### src/rtl/wave_seq_pkg.sv
// Shared types and default widths for the wave sample sequencer.
// Imported by the interface, the tick generator and the sequencer top.
package wave_seq_pkg;

   localparam int DEF_DW = 16;
   localparam int DEF_RW = 32;

   typedef enum logic [1:0] {
      IDLE,
      WAIT_TICK,
      REQ,
      OUT
   } state_t;

endpackage

### src/rtl/wave_sample_sequencer_if.sv
// Compute-unit request/ack bus and sample stream bundled together.
// master = sequencer side, slave = compute unit + readout side.
interface wave_sample_sequencer_if
   import wave_seq_pkg::*;
#(
   parameter int DW = DEF_DW,
   parameter int RW = DEF_RW
);

   logic [DW-1:0] calc_amp;
   logic [DW-1:0] calc_freq;
   logic [DW-1:0] calc_phase;
   logic [DW-1:0] calc_t;
   logic          calc_req;
   logic          calc_ack;
   logic [RW-1:0] calc_result;
   logic          smp_valid;
   logic [DW-1:0] smp_data;
   logic          smp_ready;

   modport master (
      output calc_amp, calc_freq, calc_phase, calc_t, calc_req,
      input  calc_ack, calc_result,
      output smp_valid, smp_data,
      input  smp_ready
   );

   modport slave (
      input  calc_amp, calc_freq, calc_phase, calc_t, calc_req,
      output calc_ack, calc_result,
      input  smp_valid, smp_data,
      output smp_ready
   );

endinterface

### src/rtl/wave_tick_gen.sv
// Sample-rate divider: one tick every max(div,1) enabled cycles.
// clear holds the count at zero so the first tick lands div cycles later.
module wave_tick_gen
   import wave_seq_pkg::*;
#(
   parameter int DW = DEF_DW
) (
   input  logic          clk,
   input  logic          rst_n,
   input  logic          en,
   input  logic          clear,
   input  logic [DW-1:0] div,
   output logic          tick
);

   localparam logic [DW-1:0] ONE = DW'(1);

   logic [DW-1:0] cnt;
   logic [DW-1:0] term;

   assign term = (div == '0) ? '0 : div - ONE;
   assign tick = en && (cnt == term);

   always_ff @(posedge clk) begin
      if (!rst_n) begin
         cnt <= '0;
      end else if (clear) begin
         cnt <= '0;
      end else if (en) begin
         cnt <= tick ? '0 : cnt + ONE;
      end
   end

endmodule

### src/rtl/wave_sample_sequencer.sv
// Burst sequencer for the wave compute unit: latches config on start,
// paces t with the tick divider, and streams result[RW-1 -: DW] out.
module wave_sample_sequencer
   import wave_seq_pkg::*;
#(
   parameter int DW = DEF_DW,
   parameter int RW = DEF_RW
) (
   input  logic                    ti_clk,
   input  logic                    rst_n,
   input  logic                    start,
   input  logic                    abort,
   input  logic [DW-1:0]           amp_in,
   input  logic [DW-1:0]           freq_in,
   input  logic [DW-1:0]           phase_in,
   input  logic [DW-1:0]           num_samples,
   input  logic [DW-1:0]           rate_div,
   wave_sample_sequencer_if.master bus,
   output logic                    busy,
   output logic                    done,
   output logic                    overrun
);

   localparam logic [DW-1:0] ONE = DW'(1);

   state_t state, state_n;

   logic [DW-1:0] amp_r, freq_r, phase_r;
   logic [DW-1:0] num_r, div_r, t_r, data_r;
   logic          pend, ovr_r, done_r, tick, last;
   logic          load, take, inc_t;
   logic          set_pend, clr_pend, done_n;

   wave_tick_gen #(.DW(DW)) u_tick (
      .clk   (ti_clk),
      .rst_n (rst_n),
      .en    (state != IDLE),
      .clear (state == IDLE),
      .div   (div_r),
      .tick  (tick)
   );

   assign last = (t_r == num_r - ONE);

   always_ff @(posedge ti_clk) begin
      if (!rst_n) state <= IDLE;
      else        state <= state_n;
   end

   always_comb begin
      state_n  = state;
      load     = 1'b0;
      take     = 1'b0;
      inc_t    = 1'b0;
      set_pend = 1'b0;
      clr_pend = 1'b0;
      done_n   = 1'b0;
      unique case (state)
         IDLE: begin
            if (start) begin
               load = 1'b1;
               if (num_samples != '0) state_n = WAIT_TICK;
               else                   done_n  = 1'b1;
            end
         end
         WAIT_TICK: begin
            if (tick || pend) begin
               clr_pend = 1'b1;
               state_n  = REQ;
            end
         end
         REQ: begin
            set_pend = tick;
            if (bus.calc_ack) begin
               take    = 1'b1;
               state_n = OUT;
            end
         end
         OUT: begin
            set_pend = tick;
            if (bus.smp_ready) begin
               if (last) begin
                  done_n  = 1'b1;
                  state_n = IDLE;
               end else begin
                  inc_t   = 1'b1;
                  state_n = WAIT_TICK;
               end
            end
         end
         default: state_n = IDLE;
      endcase
      // abort beats everything, including a start seen in IDLE
      if (abort) begin
         state_n  = IDLE;
         load     = 1'b0;
         take     = 1'b0;
         inc_t    = 1'b0;
         set_pend = 1'b0;
         clr_pend = 1'b1;
         done_n   = 1'b0;
      end
   end

   always_ff @(posedge ti_clk) begin
      if (!rst_n) begin
         amp_r   <= '0;
         freq_r  <= '0;
         phase_r <= '0;
         num_r   <= '0;
         div_r   <= '0;
         t_r     <= '0;
         data_r  <= '0;
         pend    <= 1'b0;
         ovr_r   <= 1'b0;
         done_r  <= 1'b0;
      end else begin
         done_r <= done_n;
         if (load) begin
            amp_r   <= amp_in;
            freq_r  <= freq_in;
            phase_r <= phase_in;
            num_r   <= num_samples;
            div_r   <= rate_div;
            t_r     <= '0;
            ovr_r   <= 1'b0;
         end else if (set_pend) begin
            ovr_r <= 1'b1;
         end
         if (load || clr_pend) pend <= 1'b0;
         else if (set_pend)    pend <= 1'b1;
         if (take)  data_r <= bus.calc_result[RW-1 -: DW];
         if (inc_t) t_r    <= t_r + ONE;
      end
   end

   assign bus.calc_amp   = amp_r;
   assign bus.calc_freq  = freq_r;
   assign bus.calc_phase = phase_r;
   assign bus.calc_t     = t_r;
   assign bus.calc_req   = (state == REQ);
   assign bus.smp_valid  = (state == OUT);
   assign bus.smp_data   = data_r;

   assign busy    = (state != IDLE);
   assign done    = done_r;
   assign overrun = ovr_r;

endmodule

### src/flat_wrapper.sv
// flat-port wrapper written by rule: the top's interface ports become plain ports
module wave_sample_sequencer_flat import wave_seq_pkg::*;
#(
   parameter int DW = DEF_DW,
   parameter int RW = DEF_RW
)
  (ti_clk, rst_n, start, abort, amp_in, freq_in, phase_in, num_samples, rate_div, busy, done, overrun, bus_calc_amp, bus_calc_freq, bus_calc_phase, bus_calc_t, bus_calc_req, bus_calc_ack, bus_calc_result, bus_smp_valid, bus_smp_data, bus_smp_ready);
  wave_sample_sequencer_if #(.DW(DW), .RW(RW)) bus_i ();
  input  logic ti_clk;
  input  logic rst_n;
  input  logic start;
  input  logic abort;
  input  logic [DW-1:0] amp_in;
  input  logic [DW-1:0] freq_in;
  input  logic [DW-1:0] phase_in;
  input  logic [DW-1:0] num_samples;
  input  logic [DW-1:0] rate_div;
  output logic busy;
  output logic done;
  output logic overrun;
  output wire logic [$bits(bus_i.calc_amp)-1:0] bus_calc_amp;
  output wire logic [$bits(bus_i.calc_freq)-1:0] bus_calc_freq;
  output wire logic [$bits(bus_i.calc_phase)-1:0] bus_calc_phase;
  output wire logic [$bits(bus_i.calc_t)-1:0] bus_calc_t;
  output wire logic [$bits(bus_i.calc_req)-1:0] bus_calc_req;
  input wire logic [$bits(bus_i.calc_ack)-1:0] bus_calc_ack;
  input wire logic [$bits(bus_i.calc_result)-1:0] bus_calc_result;
  output wire logic [$bits(bus_i.smp_valid)-1:0] bus_smp_valid;
  output wire logic [$bits(bus_i.smp_data)-1:0] bus_smp_data;
  input wire logic [$bits(bus_i.smp_ready)-1:0] bus_smp_ready;
  assign bus_calc_amp = bus_i.calc_amp;
  assign bus_calc_freq = bus_i.calc_freq;
  assign bus_calc_phase = bus_i.calc_phase;
  assign bus_calc_t = bus_i.calc_t;
  assign bus_calc_req = bus_i.calc_req;
  assign bus_i.calc_ack = bus_calc_ack;
  assign bus_i.calc_result = bus_calc_result;
  assign bus_smp_valid = bus_i.smp_valid;
  assign bus_smp_data = bus_i.smp_data;
  assign bus_i.smp_ready = bus_smp_ready;
  wave_sample_sequencer #(.DW(DW), .RW(RW)) u_core (.ti_clk(ti_clk), .rst_n(rst_n), .start(start), .abort(abort), .amp_in(amp_in), .freq_in(freq_in), .phase_in(phase_in), .num_samples(num_samples), .rate_div(rate_div), .bus(bus_i), .busy(busy), .done(done), .overrun(overrun));
endmodule
### config.mk
export PLATFORM = sky130hd
export DESIGN_NAME = wave_sample_sequencer_flat
export DESIGN_NICKNAME = d
export VERILOG_FILES = /design/src/rtl/wave_seq_pkg.sv /design/src/rtl/wave_sample_sequencer_if.sv /design/src/rtl/wave_tick_gen.sv /design/src/rtl/wave_sample_sequencer.sv /design/src/flat_wrapper.sv
export SDC_FILE = /design/constraint.sdc
export NUM_CORES = 1
export LEC_CHECK = 0
export ABC_AREA = 1
export CAP_MARGIN = 20
export CORE_MARGIN = 2
export CORE_UTILIZATION = 49
export CTS_BUF_LIST = sky130_fd_sc_hd__clkbuf_4 sky130_fd_sc_hd__clkbuf_8
export CTS_CLUSTER_DIAMETER = 50
export DETAILED_ROUTE_END_ITERATION = 10
export GPL_ROUTABILITY_DRIVEN = 0
export PLACE_DENSITY_LB_ADDON = 0.08
export SLEW_MARGIN = 10
export SYNTH_ARGS = -nofsm -noshare
export SYNTH_HDL_FRONTEND = slang
export SYNTH_SLANG_ARGS = --single-unit
### constraint.sdc
create_clock -name ti_clk -period 2.98 [get_ports ti_clk]
set_input_delay 0.298 -clock ti_clk [delete_from_list [all_inputs] [get_ports ti_clk]]
set_output_delay 0.298 -clock ti_clk [all_outputs]
set_load 0.02 [all_outputs]
Word level (Yosys, flattened, before mapping)
Index checks and enable logic that the tools add are counted.
{"block": "totals", "in_bits": 118, "register_bits": 133, "word_cells": 72, "output_inout_bits": 85}
{"block": "classes", "reduce_logical": 14, "add_sub_neg": 4, "eq_ne": 10, "muxes": 31, "bitwise_logic": 1}
{"op": "16-bit 2-to-1 mux", "count": 4}
{"op": "16-bit by 1-bit adder with 16-bit output, second input constant", "count": 2}
{"op": "16-bit equality test", "count": 2}
{"op": "16-bit by 1-bit subtractor with 16-bit output, second input constant", "count": 2}
{"op": "1-bit 2-to-1 mux", "count": 20}
{"op": "16-bit logical NOT", "count": 1}
{"op": "16-bit nonzero test", "count": 1}
{"op": "2-bit 2-to-1 mux", "count": 5}
{"op": "2-bit OR reduction", "count": 5}
{"op": "2-bit by 1-bit inequality test with 1-bit output, second input constant", "count": 4}
{"op": "2-bit one-hot mux with 4 select lines", "count": 1}
{"op": "5-bit AND reduction", "count": 1}
{"op": "2-bit equality test, second input constant", "count": 2}
{"op": "2-bit nonzero test", "count": 2}
{"op": "2-bit by 1-bit equality test with 1-bit output, second input constant", "count": 1}
{"op": "2-bit logical NOT", "count": 1}
{"op": "1-bit logical OR", "count": 2}
{"op": "2-bit inequality test, second input constant", "count": 1}
{"op": "1-bit one-hot mux with 2 select lines", "count": 1}
{"op": "1-bit logical AND", "count": 1}
{"op": "1-bit NOT", "count": 1}

Logic depth before layout (Yosys ltp)
{"block": "depth", "word_depth": 10, "depth_mapped": 18}

Hierarchy
A second synthesis with hierarchy kept.
{"block": "hier_totals", "hier_cells": 1046, "area_unflattened_um2": 7026.7}
{"mod": "wave_sample_sequencer", "cells_each": 776, "area_per_inst_um2": 5471.5, "seq_area_each_um2": 2342.2, "n_inst": 1}
{"mod": "wave_tick_gen", "cells_each": 270, "area_per_inst_um2": 1555.2, "seq_area_each_um2": 320.3, "n_inst": 1}

Worst setup path before layout
No wires, ideal clock.
{"block": "synth_timing", "path_kind": "register to register", "from": "register u_core.state[0]", "to": "register u_core.u_tick.cnt[15]", "period_less_slack_ns": 2.266, "setup_slack_ns": 0.714, "path_stages_with_launch": 13, "path_buffers": 0, "required_ns": 2.867, "setup_time_ns": 0.113, "arrival_ns": 2.153, "path_cell_list": "dfxtp_1 -> inv_1 -> ha_1 -> inv_1 -> nand3_1 -> nor4_1 -> nand3_1 -> nor3_1 -> nand3_1 -> nor3_1 -> a21oi_1 -> o21ai_1 -> inv_1"}
{"block": "synth_via", "elab_chain_cells": 3, "elab_cells_between_ends": 5, "cone_classes": "mux: 1; reduce/logical: 4"}
{"item": "from (decl)", "line_no": "wave_sample_sequencer.sv:26", "rtl": "state_t state, state_n;"}
{"item": "from (signal assigned)", "line_no": "wave_sample_sequencer.sv:47", "rtl": "else state <= state_n;"}
{"item": "2-bit nonzero test *"}
{"item": "via busy", "line_no": "flat_wrapper.sv:18", "rtl": "output logic busy;"}
{"item": "1-bit logical AND", "line_no": "wave_tick_gen.sv:22", "rtl": "assign tick = en && (cnt == term);"}
{"item": "16-bit 2-to-1 mux", "line_no": "wave_tick_gen.sv:30", "rtl": "cnt <= tick ? '0 : cnt + ONE;"}
{"item": "to (signal assigned)", "line_no": "wave_tick_gen.sv:30"}
{"item": "to (decl)", "line_no": "wave_tick_gen.sv:18", "rtl": "logic [DW-1:0] cnt;"}
The timed path passes the listed nets; every way through them passes the cells marked *.
A chain may end at the register's enable or synchronous reset.

Worst setup path after layout
{"block": "layout_timing", "from": "register u_core.div_r[0]", "to": "register u_core.u_tick.cnt[15]"}
{"block": "layout_via", "elab_chain_cells": 5, "elab_cells_between_ends": 6, "cone_classes": "add/sub: 1; eq/ne: 1; mux: 2; reduce/logical: 2"}
{"item": "from (decl)", "line_no": "wave_sample_sequencer.sv:29", "rtl": "logic [DW-1:0] num_r, div_r, t_r, data_r;"}
{"item": "from (signal assigned)", "line_no": "wave_sample_sequencer.sv:124", "rtl": "div_r <= rate_div;"}
{"item": "16-bit by 1-bit subtractor with 16-bit output or 16-bit logical NOT (tied branches)", "line_no": "wave_tick_gen.sv:21", "rtl": "assign term = (div == '0) ? '0 : div - ONE;"}
{"item": "16-bit 2-to-1 mux *", "line_no": "wave_tick_gen.sv:21"}
{"item": "16-bit equality test *", "line_no": "wave_tick_gen.sv:22"}
{"item": "1-bit logical AND *", "line_no": "wave_tick_gen.sv:22"}
{"item": "16-bit 2-to-1 mux *", "line_no": "wave_tick_gen.sv:30"}
Mark *: on every way between the ends. The rest lies on a longest branch, timed or not.

==> summary.txt <==
Timing
  – Final max-slew violation count: 0
  – Worst rel slew slack: 0.438
  – Fin crit share: 0.867
  – Final min period: 2.58 ns
  – Setup_tns: 0 ns
  – Tightest Pin Transition: 0.843 ns
  – Fin. Hold Viols: 0
  – Highest clock rate: between 0.3 and 0.4 GHz
  – Clock Skews: 0.0108 ns
  – Setup violators final: 0
  – RSZ-0062 raised after global routing: false

Floorplan
  – Total die area: 14300 sq um
  – CORE AREA: between 10000 and 15000 sq um
  – Top-Level Pins: 203
  – Row cnt: 42
  – Initial Utilization: 0.497
  – Die height: approximately 120 microns
  – Die width: 119 microns

Drt
  – Wirelength, routed: 17700 microns
  – DRT antenna net count: 0
  – DRC: 0
  – Drt pass-1 iters: 5
  – DR vias: 6608
  – Vias per cell: 4.95
  – Initial DRC count: 332
  – Routed WL per cell: 13.3 microns

Place
  – PortBufs: 186
  – Placed inst area: 8490 sq um
  – Hpwl dp: 12700 microns

Clocking
  – Max Buffers Root-to-Sink: 2
  – CTS buffer count: 17
  – Skew-Pair Late Insertion Delay: approximately 0.45 ns
  – CTS Sinks: 133
  – CTS tree: built
  – Post-CTS Hold Fix Bufs: 0
  – Post-CTS Setup Bufs: 0
  – Post-CTS resize count: 0
  – H-Tree Depth: 4
  – Clock-pin slew on the worst setup and hold paths: 0.08 ns
  – CTS root buf: clkbuf_8

Synth
  – Seq cells post-synth: 133
  – Main area contributors after synthesis: dfxtp_1, nor2_1, nand2_1
  – Yosys warns: 0
  – Count of cell types in the netlist: 32
  – Synth Net Count: 1098
  – Mapped Cells: 972
  – Yosys top cell by area: dfxtp_1
  – Avg Inst Size Synth: 6.71 sq um
  – Mapped Area: ~6500 sq um
  – Post-synthesis sequential area ratio: 0.408
  – Post-synth top area share: 0.408

Setup path
  – Crit Path Max Fanout: 27
  – FF-to-FF path depth: 15
  – Number of stages on the worst setup path: 15
  – CP peak stage delay: 0.35 ns
  – CP Data Required Time: 3.33 ns
  – Worst Setup End Kind: flip-flop
  – Family with the most delay on the worst path: simple AND/OR/NAND/NOR gates
  – CP Launch Type: flip-flop
  – Crit path DAT: 2.94 ns
  – Critical path type: reg2reg
  – Buffers & Inverters on Critical Path: 2
  – Most frequent CP cell: nand2_1
  – CP max stage cell: ha_1
  – CP Cell Sequence: clkinv_1, ha_1, nand2_2, nor2_4, nand2_4, nand3_1, nand2_1, nand2_1, nand3b_1, nor2_1, nand2_1, nand2_2, a21oi_1, o21ai_1, inv_1

Global route
  – Initial antenna violation count: 0
  – Largest net degree at the start of global routing: 100
  – Number of global-route vias before repair: 6260
  – First-pass GRT wire length: 29200 microns
  – Gr usage total: 0.253
  – Grt total ovfl: 0

Run
  – Max-cap violations: 0

Layout
  – Commonest cells after routing, fill and taps aside: nor2_1, clkdlybuf4s50_1, nand2_1
  – Flip-flop and latch area: 2660 sq um
  – Area delta synth->final: 36.0%
  – # fillers: 1200
  – Diodes inserted: 0
  – Layout cells sized above 1: 0.0509
  – Final Cell Area: between 8000 and 9000 sq um
  – Commonest non-fill, non-tap cell in the layout: nor2_1
  – Final core occ: 0.676
  – Final #Nets: 1271
  – Area of the multi-input gates: 3400 sq um

Pwr
  – Switching portion of total power: 0.314
  – Leak Pwr: 3.69 nW
  – Clk pwr share: 0.326
  – IR drop worst, VDD: 434 uV
  – Flop pwr share: 0.436
  – Combinational share of power: 0.238
  – Internal power: 3.06 mW
  – P_sw: approximately 1.4 mW
  – Power Density: 503 nW/um^2

Worst hold path
  – Hold Path Depth: 3
  – Hold crit path type: in2reg

Run status
  – Status: finished clean
-- per-layer routing --
layer | wire (microns) | global-route usage | vias to the layer above
met2 | 7860 | 0.401 | 182
li1 | - | - | 3477
met1 | 8040 | 0.314 | 2934
met3 | 1600 | 0.107 | 15
met4 | 195 | 0.0743 | 0
met5 | 0 | 0 | -
-- state kept, by name (all words and copies together), names as in the netlist --
register / flops
u_core.bus.calc_t: 16
u_core.state: 2
u_core.u_tick.cnt: 16
u_core.bus.calc_amp: 16
u_core.pend: 1
u_core.bus.calc_freq: 16
u_core.bus.calc_phase: 16
u_core.num_r: 16
u_core.div_r: 16
u_core.bus.smp_data: 16
u_core.done: 1
u_core.overrun: 1
-- worst min-delay path, cell delays in order --
cell	delay, ns
buf_2	0.09
inv_1	0.24
nor2_1	0.17
-- synthesized netlist by cell type, drive strengths merged --
cell type,n
a2111oi,1
a21oi,49
and2,2
buf,6
clkbuf,30
clkinv,1
dfxtp,133
ha,8
inv,81
nand2,173
nand3,60
nand3b,11
nand4,14
nor2,244
nor3,11
nor3b,1
nor4,5
o21ai,107
o21bai,2
o22ai,2
or2,1
xnor2,8
xor2,22
-- cell families (layout without fill, tap and decap cells) --
| family | after synthesis | in the layout | share of synthesized area |
|---|---|---|---|
| buffers and inverters | 118 | 304 | 0.0721 |
| AND/OR/NAND/NOR | 522 | 522 | 0.339 |
| AO/OA/AOI/OAI | 161 | 161 | 0.125 |
| XOR/XNOR | 30 | 30 | 0.0403 |
| flip-flops | 133 | 133 | 0.408 |
| adder cells (fa/ha/maj) | 8 | 8 | 0.0153 |
-- power by group through the flow --
stage / clock network, mW / logic [mW] / registers [mW]
floorplan: 0 / 0.600 / 2.05
global route: 1.58 / 1.20 / 1.96
global placement: 0 / 1.05 / 1.98
finish: 1.46 / 1.06 / 1.95
detailed placement: 0 / 1.06 / 1.99
CTS: 1.50 / 1.07 / 1.95
-- worst paths after layout --
path                    from               endpoint  slack (ns)
max          u_core.div_r[0]  u_core.u_tick.cnt[15]        0.40
min                    rst_n  u_core.bus.calc_t[11]        0.38
max reg2reg  u_core.div_r[0]  u_core.u_tick.cnt[15]        0.40
min reg2reg   u_core.overrun         u_core.overrun        0.45
-- layout make-up --
type / count / share of cell area
Multi-Input combinational cell: 721 / 0.383
Tap cell: 176 / 0.0248
Clock buffer: 21 / 0.0319
Clock inverter: 11 / 0.0114
Inverter: 82 / 0.0347
Sequential cell: 133 / 0.300
Timing Repair Buffer: 190 / 0.214
-- stage by stage --
stage                     total power, mW  hold slack (ns)  cells  setup slack (ns)
final                                4.47            0.376   1334             0.396
after global routing                 4.74            0.363   1334            0.0436
after CTS                            4.51            0.351   1334             0.379
after detailed placement             3.04            0.443   1302             0.428
after global placement               3.03            0.436   1302             0.478
after floorplan                      2.65            0.426    972             0.714
Power figures use the tool's default switching activity.
